$ cat config.mk
export PLATFORM = sky130hd
export DESIGN_NAME = uram_addr_gen
export DESIGN_NICKNAME = d
export VERILOG_FILES = /design/src/rtl/uram_addr_gen.sv
export SDC_FILE = /design/constraint.sdc
export NUM_CORES = 1
export LEC_CHECK = 0
export CAP_MARGIN = 10
export CORE_MARGIN = 2
export CORE_UTILIZATION = 45
export CTS_CLUSTER_SIZE = 14
export DETAILED_ROUTE_END_ITERATION = 6
export PLACE_DENSITY_LB_ADDON = 0.25
export SLEW_MARGIN = 20
export SYNTH_ARGS = -nofsm -noshare
export SYNTH_HDL_FRONTEND = slang
export SYNTH_SLANG_ARGS = --single-unit
$ cat constraint.sdc
create_clock -name memclk_i -period 4.36 [get_ports memclk_i]
set_input_delay 0.654 -clock memclk_i [delete_from_list [all_inputs] [get_ports memclk_i]]
set_output_delay 0.654 -clock memclk_i [all_outputs]
set_load 0.01 [all_outputs]
$ cat src/rtl/uram_addr_gen.sv
// rtl/uram_addr_gen.sv - URAM write-address generator with per-channel skew chain and trigger latch
//
// Purpose:
//   Generates the channel-0 URAM write pattern in the memclk domain. While
//   running, three of every four clocks are write cycles. The lower address
//   steps once per write, and the upper (block) address steps on each
//   capture pulse from the event timer. Channel k receives channel 0's
//   address and write enable delayed by k clocks. A trigger latches the
//   current block address and holds it until it is acknowledged.
//
// Ports:
//   memclk_i        memory clock (only clock)
//   memrst_i        asynchronous active-high reset
//   running_i       acquisition enable; low stops writing on the next clock
//   start_i         one-cycle start pulse; restarts all counters
//   capture_i       one-cycle pulse; advances the block address
//   trig_i          one-cycle trigger; latches the current block address
//   trig_ack_i      acknowledge for the latched trigger address
//   addr_o          per-channel {upper, lower}; channel k at [k*AW +: AW]
//   we_o            per-channel write enable
//   trig_addr_o     latched block address
//   trig_valid_o    trig_addr_o holds an unacknowledged address
//   trig_overflow_o sticky: trigger arrived while previous one was pending

module uram_addr_gen #(
   parameter int NCHAN      = 8,
   parameter int UPPER_BITS = 10,
   parameter int LOWER_BITS = 2    // only 2 is supported
) (
   input  logic                                    memclk_i,
   input  logic                                    memrst_i,
   input  logic                                    running_i,
   input  logic                                    start_i,
   input  logic                                    capture_i,
   input  logic                                    trig_i,
   input  logic                                    trig_ack_i,
   output logic [NCHAN*(UPPER_BITS+LOWER_BITS)-1:0] addr_o,
   output logic [NCHAN-1:0]                        we_o,
   output logic [UPPER_BITS-1:0]                   trig_addr_o,
   output logic                                    trig_valid_o,
   output logic                                    trig_overflow_o
);

   localparam int AW = UPPER_BITS + LOWER_BITS;

   // ------------------------------------------------------------------
   // Channel-0 state
   // ------------------------------------------------------------------
   logic                  r_run;
   logic [1:0]            r_phase;
   logic [LOWER_BITS-1:0] r_lo;
   logic [UPPER_BITS-1:0] r_up;

   logic                  w_run_nxt;
   logic [1:0]            w_phase_nxt;
   logic [LOWER_BITS-1:0] w_lo_nxt;
   logic [UPPER_BITS-1:0] w_up_nxt;

   logic                  w_start;
   logic                  w_we0;

   // A start pulse only counts while acquisition is enabled.
   assign w_start = start_i & running_i;

   // Phase 1 is the idle slot of the 4-clock write pattern.
   assign w_we0 = r_run & (r_phase != 2'd1);

   always_comb begin
      w_run_nxt   = r_run;
      w_phase_nxt = r_phase;
      w_lo_nxt    = r_lo;
      w_up_nxt    = r_up;
      if (w_start) begin
         // Start wins over a coincident capture.
         w_run_nxt   = 1'b1;
         w_phase_nxt = '0;
         w_lo_nxt    = '0;
         w_up_nxt    = '0;
      end else if (!running_i) begin
         // Stop writing but keep the address position.
         w_run_nxt = 1'b0;
      end else if (r_run) begin
         w_phase_nxt = r_phase + 2'd1;
         if (w_we0) begin
            // Lower address wraps on its own; it never carries into up.
            w_lo_nxt = r_lo + LOWER_BITS'(1);
         end
         if (capture_i) begin
            w_up_nxt = r_up + UPPER_BITS'(1);
         end
      end
   end

   always_ff @(posedge memclk_i or posedge memrst_i) begin
      if (memrst_i) begin
         r_run   <= 1'b0;
         r_phase <= '0;
         r_lo    <= '0;
         r_up    <= '0;
      end else begin
         r_run   <= w_run_nxt;
         r_phase <= w_phase_nxt;
         r_lo    <= w_lo_nxt;
         r_up    <= w_up_nxt;
      end
   end

   // ------------------------------------------------------------------
   // Trigger address latch with valid/ack handshake
   // ------------------------------------------------------------------
   logic                  r_trig_valid;
   logic                  r_trig_ovf;
   logic [UPPER_BITS-1:0] r_trig_addr;

   logic                  w_trig_take;
   logic                  w_trig_lost;
   logic                  w_trig_valid_nxt;
   logic                  w_trig_ovf_nxt;
   logic [UPPER_BITS-1:0] w_trig_addr_nxt;

   // A trigger is accepted when the slot is free or being freed this cycle;
   // otherwise it is dropped and flagged.
   assign w_trig_take = trig_i & r_run & (~r_trig_valid | trig_ack_i);
   assign w_trig_lost = trig_i & r_run & r_trig_valid & ~trig_ack_i;

   always_comb begin
      w_trig_addr_nxt  = r_trig_addr;
      w_trig_valid_nxt = r_trig_valid;
      w_trig_ovf_nxt   = r_trig_ovf;
      if (w_trig_take) begin
         w_trig_addr_nxt  = r_up;
         w_trig_valid_nxt = 1'b1;
      end else if (trig_ack_i) begin
         w_trig_valid_nxt = 1'b0;
      end
      if (w_start) begin
         w_trig_ovf_nxt = 1'b0;
      end else if (w_trig_lost) begin
         w_trig_ovf_nxt = 1'b1;
      end
   end

   always_ff @(posedge memclk_i or posedge memrst_i) begin
      if (memrst_i) begin
         r_trig_addr  <= '0;
         r_trig_valid <= 1'b0;
         r_trig_ovf   <= 1'b0;
      end else begin
         r_trig_addr  <= w_trig_addr_nxt;
         r_trig_valid <= w_trig_valid_nxt;
         r_trig_ovf   <= w_trig_ovf_nxt;
      end
   end

   assign trig_addr_o     = r_trig_addr;
   assign trig_valid_o    = r_trig_valid;
   assign trig_overflow_o = r_trig_ovf;

   // ------------------------------------------------------------------
   // Per-channel skew chain: channel k is channel k-1 delayed one clock
   // ------------------------------------------------------------------
   logic [NCHAN-1:0][AW-1:0] w_ch_addr;
   logic [NCHAN-1:0]         w_ch_we;

   // Channel 0 comes straight from the state registers, no extra stage.
   assign w_ch_addr[0] = {r_up, r_lo};
   assign w_ch_we[0]   = w_we0;

   for (genvar k = 1; k < NCHAN; k++) begin : g_chain
      logic [AW-1:0] r_addr;
      logic          r_we;

      always_ff @(posedge memclk_i or posedge memrst_i) begin
         if (memrst_i) begin
            r_addr <= '0;
            r_we   <= 1'b0;
         end else begin
            r_addr <= w_ch_addr[k-1];
            r_we   <= w_ch_we[k-1];
         end
      end

      assign w_ch_addr[k] = r_addr;
      assign w_ch_we[k]   = r_we;
   end

   assign addr_o = w_ch_addr;
   assign we_o   = w_ch_we;

endmodule
==> flow_metrics.tcl <==
set metrics [dict create \
    status "finished, final reports clean" \
    worst_ep_required_time_ns 3.71 \
    worstMarginPinSlew_ns 0.884 \
    clkSinkCount 118 \
    dr.pass1.iters 4 \
    grt_pass1_wl_um 11500 \
    syn_nets 225 \
    postCtsSetupBuffers 0 \
    synth_top_cell_by_area "dfrtp_1" \
    vias 2224 \
    ant_nets 0 \
    ff2ff_path_depth 3 \
    clk_pin_slew_ns 0.06 \
    io-pin-count 123 \
    fin_crit_ns 2.60 \
    placed_area_um2 4920 \
    max_freq_mhz 385 \
    vias_per_cell 4.82 \
    io_buffers 122 \
    min_period_over_period 0.596 \
    hold_path_end "g_chain[4].r_addr[6]$_DFF_PP0_" \
    grtUsageTotal 0.178 \
    postSynthCellCount 216 \
    start_util 0.468 \
    final_cell_mix "clkdlybuf4s50_1 (122), dfrtp_1 (118), clkbuf_16 (16)" \
    final_common_cell "clkdlybuf4s50_1" \
    utilization 0.708 \
    root_buffer "clkbuf_8" \
    die-area_um2 8820 \
    r2r_end "trig_addr_o[6]$_DFFE_PP0P_" \
    yosysUniqueCellTypes 34 \
    area_growth_pct 51.3 \
    r2r_setup_slack_ns 2.64 \
    finalClockSkew_ns 0.00711 \
    antenna_found_initial 0 \
    cts_tree "yes" \
    wl_per_cell_um 15.6 \
    worst_skew_pair.late_latency_ns 0.49 \
    cp_max_fo 13 \
    setup.worst_path.end_class "primary output" \
    layout.nets 355 \
    postCtsHoldBufs 0 \
    cap_viol_max_count 0 \
    hp-class "flip-flop to flip-flop" \
    critical_path_class "flip-flop to primary output" \
    rows 32 \
    cts_resized 0 \
    core_um2 7770 \
    grt_setup_unrepaired "false" \
    synth_top_area_share 0.812 \
    seq_area_um2 2950 \
    wirelength_um 7210 \
    setup_viol 0 \
    power_uw 2940 \
    arrival_ns 1.94 \
    multi_input_area_um2 573 \
    ys_warn_count 0 \
    dpl.hpwl_um 4970 \
    leakagePower_uw 0.00255 \
    hold_viol 0 \
    die_h_um 93.9 \
    rr_startpoint "r_run$_DFFE_PP0P_" \
    gp_congestion 0.821 \
    yosys-top-cells-area "dfrtp_1 (81%), mux2_2 (3.4%), mux2i_1 (1.7%), buf_4 (1.7%), o22ai_1 (1.2%)" \
    netlist_area_um2 3640 \
    synth_area_per_cell_um2 16.8 \
    drt_iter0_drc 67 \
    min-delay-start "g_chain[3].r_addr[6]$_DFF_PP0_" \
    startpoint_type "flip-flop" \
    numCtsBuffers 17 \
    htreeDepth 4 \
    design_area_um2 5500 \
    ys_seq_elements 118 \
    clockBufferDepth 2 \
    grt_max_degree 77 \
    ir_drop_mv 0.326 \
    slew_headroom 0.411 \
    finalMaxSlewViolations 0 \
    drc 0 \
    hold_depth 0 \
    grt_pass1_vias 2233 \
    n_fill_cell 559 \
    diodes 0 \
    ys_seq_area_frac 0.812 \
    finalSetupTns_ns 0 \
    drive_gt1_frac 0.145 \
    gr-total-overflow 0 \
    die_x_um 93.9 \
    p_per_area_nw_per_um2 535 \
]
[area by class of cell]
cell class	count	area share
well taps	102	0.0232
multi-input cells	77	0.104
clock inverters	14	0.0275
clock buffers	18	0.0778
inverters	8	0.00591
flip-flops and latches	118	0.537
repair buffers	124	0.225
[cells in the mapped netlist, drive strengths merged]
cell and instances:
a22oi 1, and2 1, mux2 11, or4 3, inv 8, o21a 1, ha 2, nor2 2
and2b 1, dfrtp 118, nand3 5, nor4 1, buf 10, clkbuf 3, and3 2, nand4 2
mux2i 6, and4bb 1, a31oi 1, o21ai 2, nand2 8, o22ai 7, o31ai 3, or3 2
nand2b 3, nor2b 4, o22a 1, nand3b 1, a21oi 6
[logic make-up (layout without fill, tap and decap cells)]
kind of cell / after synthesis / after routing / synth area share
compound gates: 22 / 22 / 0.0375
fa+ha+maj: 2 / 2 / 0.00688
buf+inv: 21 / 164 / 0.0306
flops: 118 / 118 / 0.812
mux: 17 / 17 / 0.0506
simple gates: 36 / 36 / 0.0626
[worst max-delay path by stage]
stage	start	endpoint	slack, ns
2_1_floorplan	memrst_i	g_chain[1].r_addr[0]$_DFF_PP0_	0.58
3_3_place_gp	running_i	r_up[5]$_DFFE_PP0P_	1.93
3_5_place_dp	running_i	r_up[7]$_DFFE_PP0P_	1.87
4_1_cts	r_run$_DFFE_PP0P_	we_o[0]	1.72
5_1_grt	r_run$_DFFE_PP0P_	we_o[0]	1.65
6_report	r_run$_DFFE_PP0P_	we_o[0]	1.76
[report_power, final]
group | switching [µW] | internal (µW) | total [µW]
combinational | 150 | 210 | 360
sequential | 69.8 | 1200 | 1270
clock | 481 | 832 | 1310
total | 701 | 2240 | 2940
[critical path: stages, from the launching register on]
cell             delay [ns]
dfrtp_1                0.58
nor2b_1                0.29
clkdlybuf4s50_1        0.58
[sequential cells by signal, summed over array words and instances (netlist names)]
register and cells:
r_lo 2, trig_valid_o 1, r_run 1, r_phase 2, g_chain.r_addr 84, trig_addr_o 10
trig_overflow_o 1, g_chain.r_we 7, r_up 10
[metal layers]
metal  vias up  part of all wire  global-route usage
met5         -                 0                   0
met4         0            0.0075              0.0761
met3         6             0.064              0.0602
met2        95              0.52               0.290
met1      1125              0.41               0.216
li1        998                 -                   -
[metrics by stage]
step | setup slack (ns) | std cells | hold slack [ns]
3_5_place_dp | 1.87 | 429 | 0.359
2_1_floorplan | 0.577 | 216 | 0.355
3_3_place_gp | 1.93 | 429 | 0.356
5_1_grt | 1.65 | 461 | 0.372
6_report | 1.76 | 461 | 0.367
4_1_cts | 1.72 | 461 | 0.369
(Power assumes the default switching activity.)
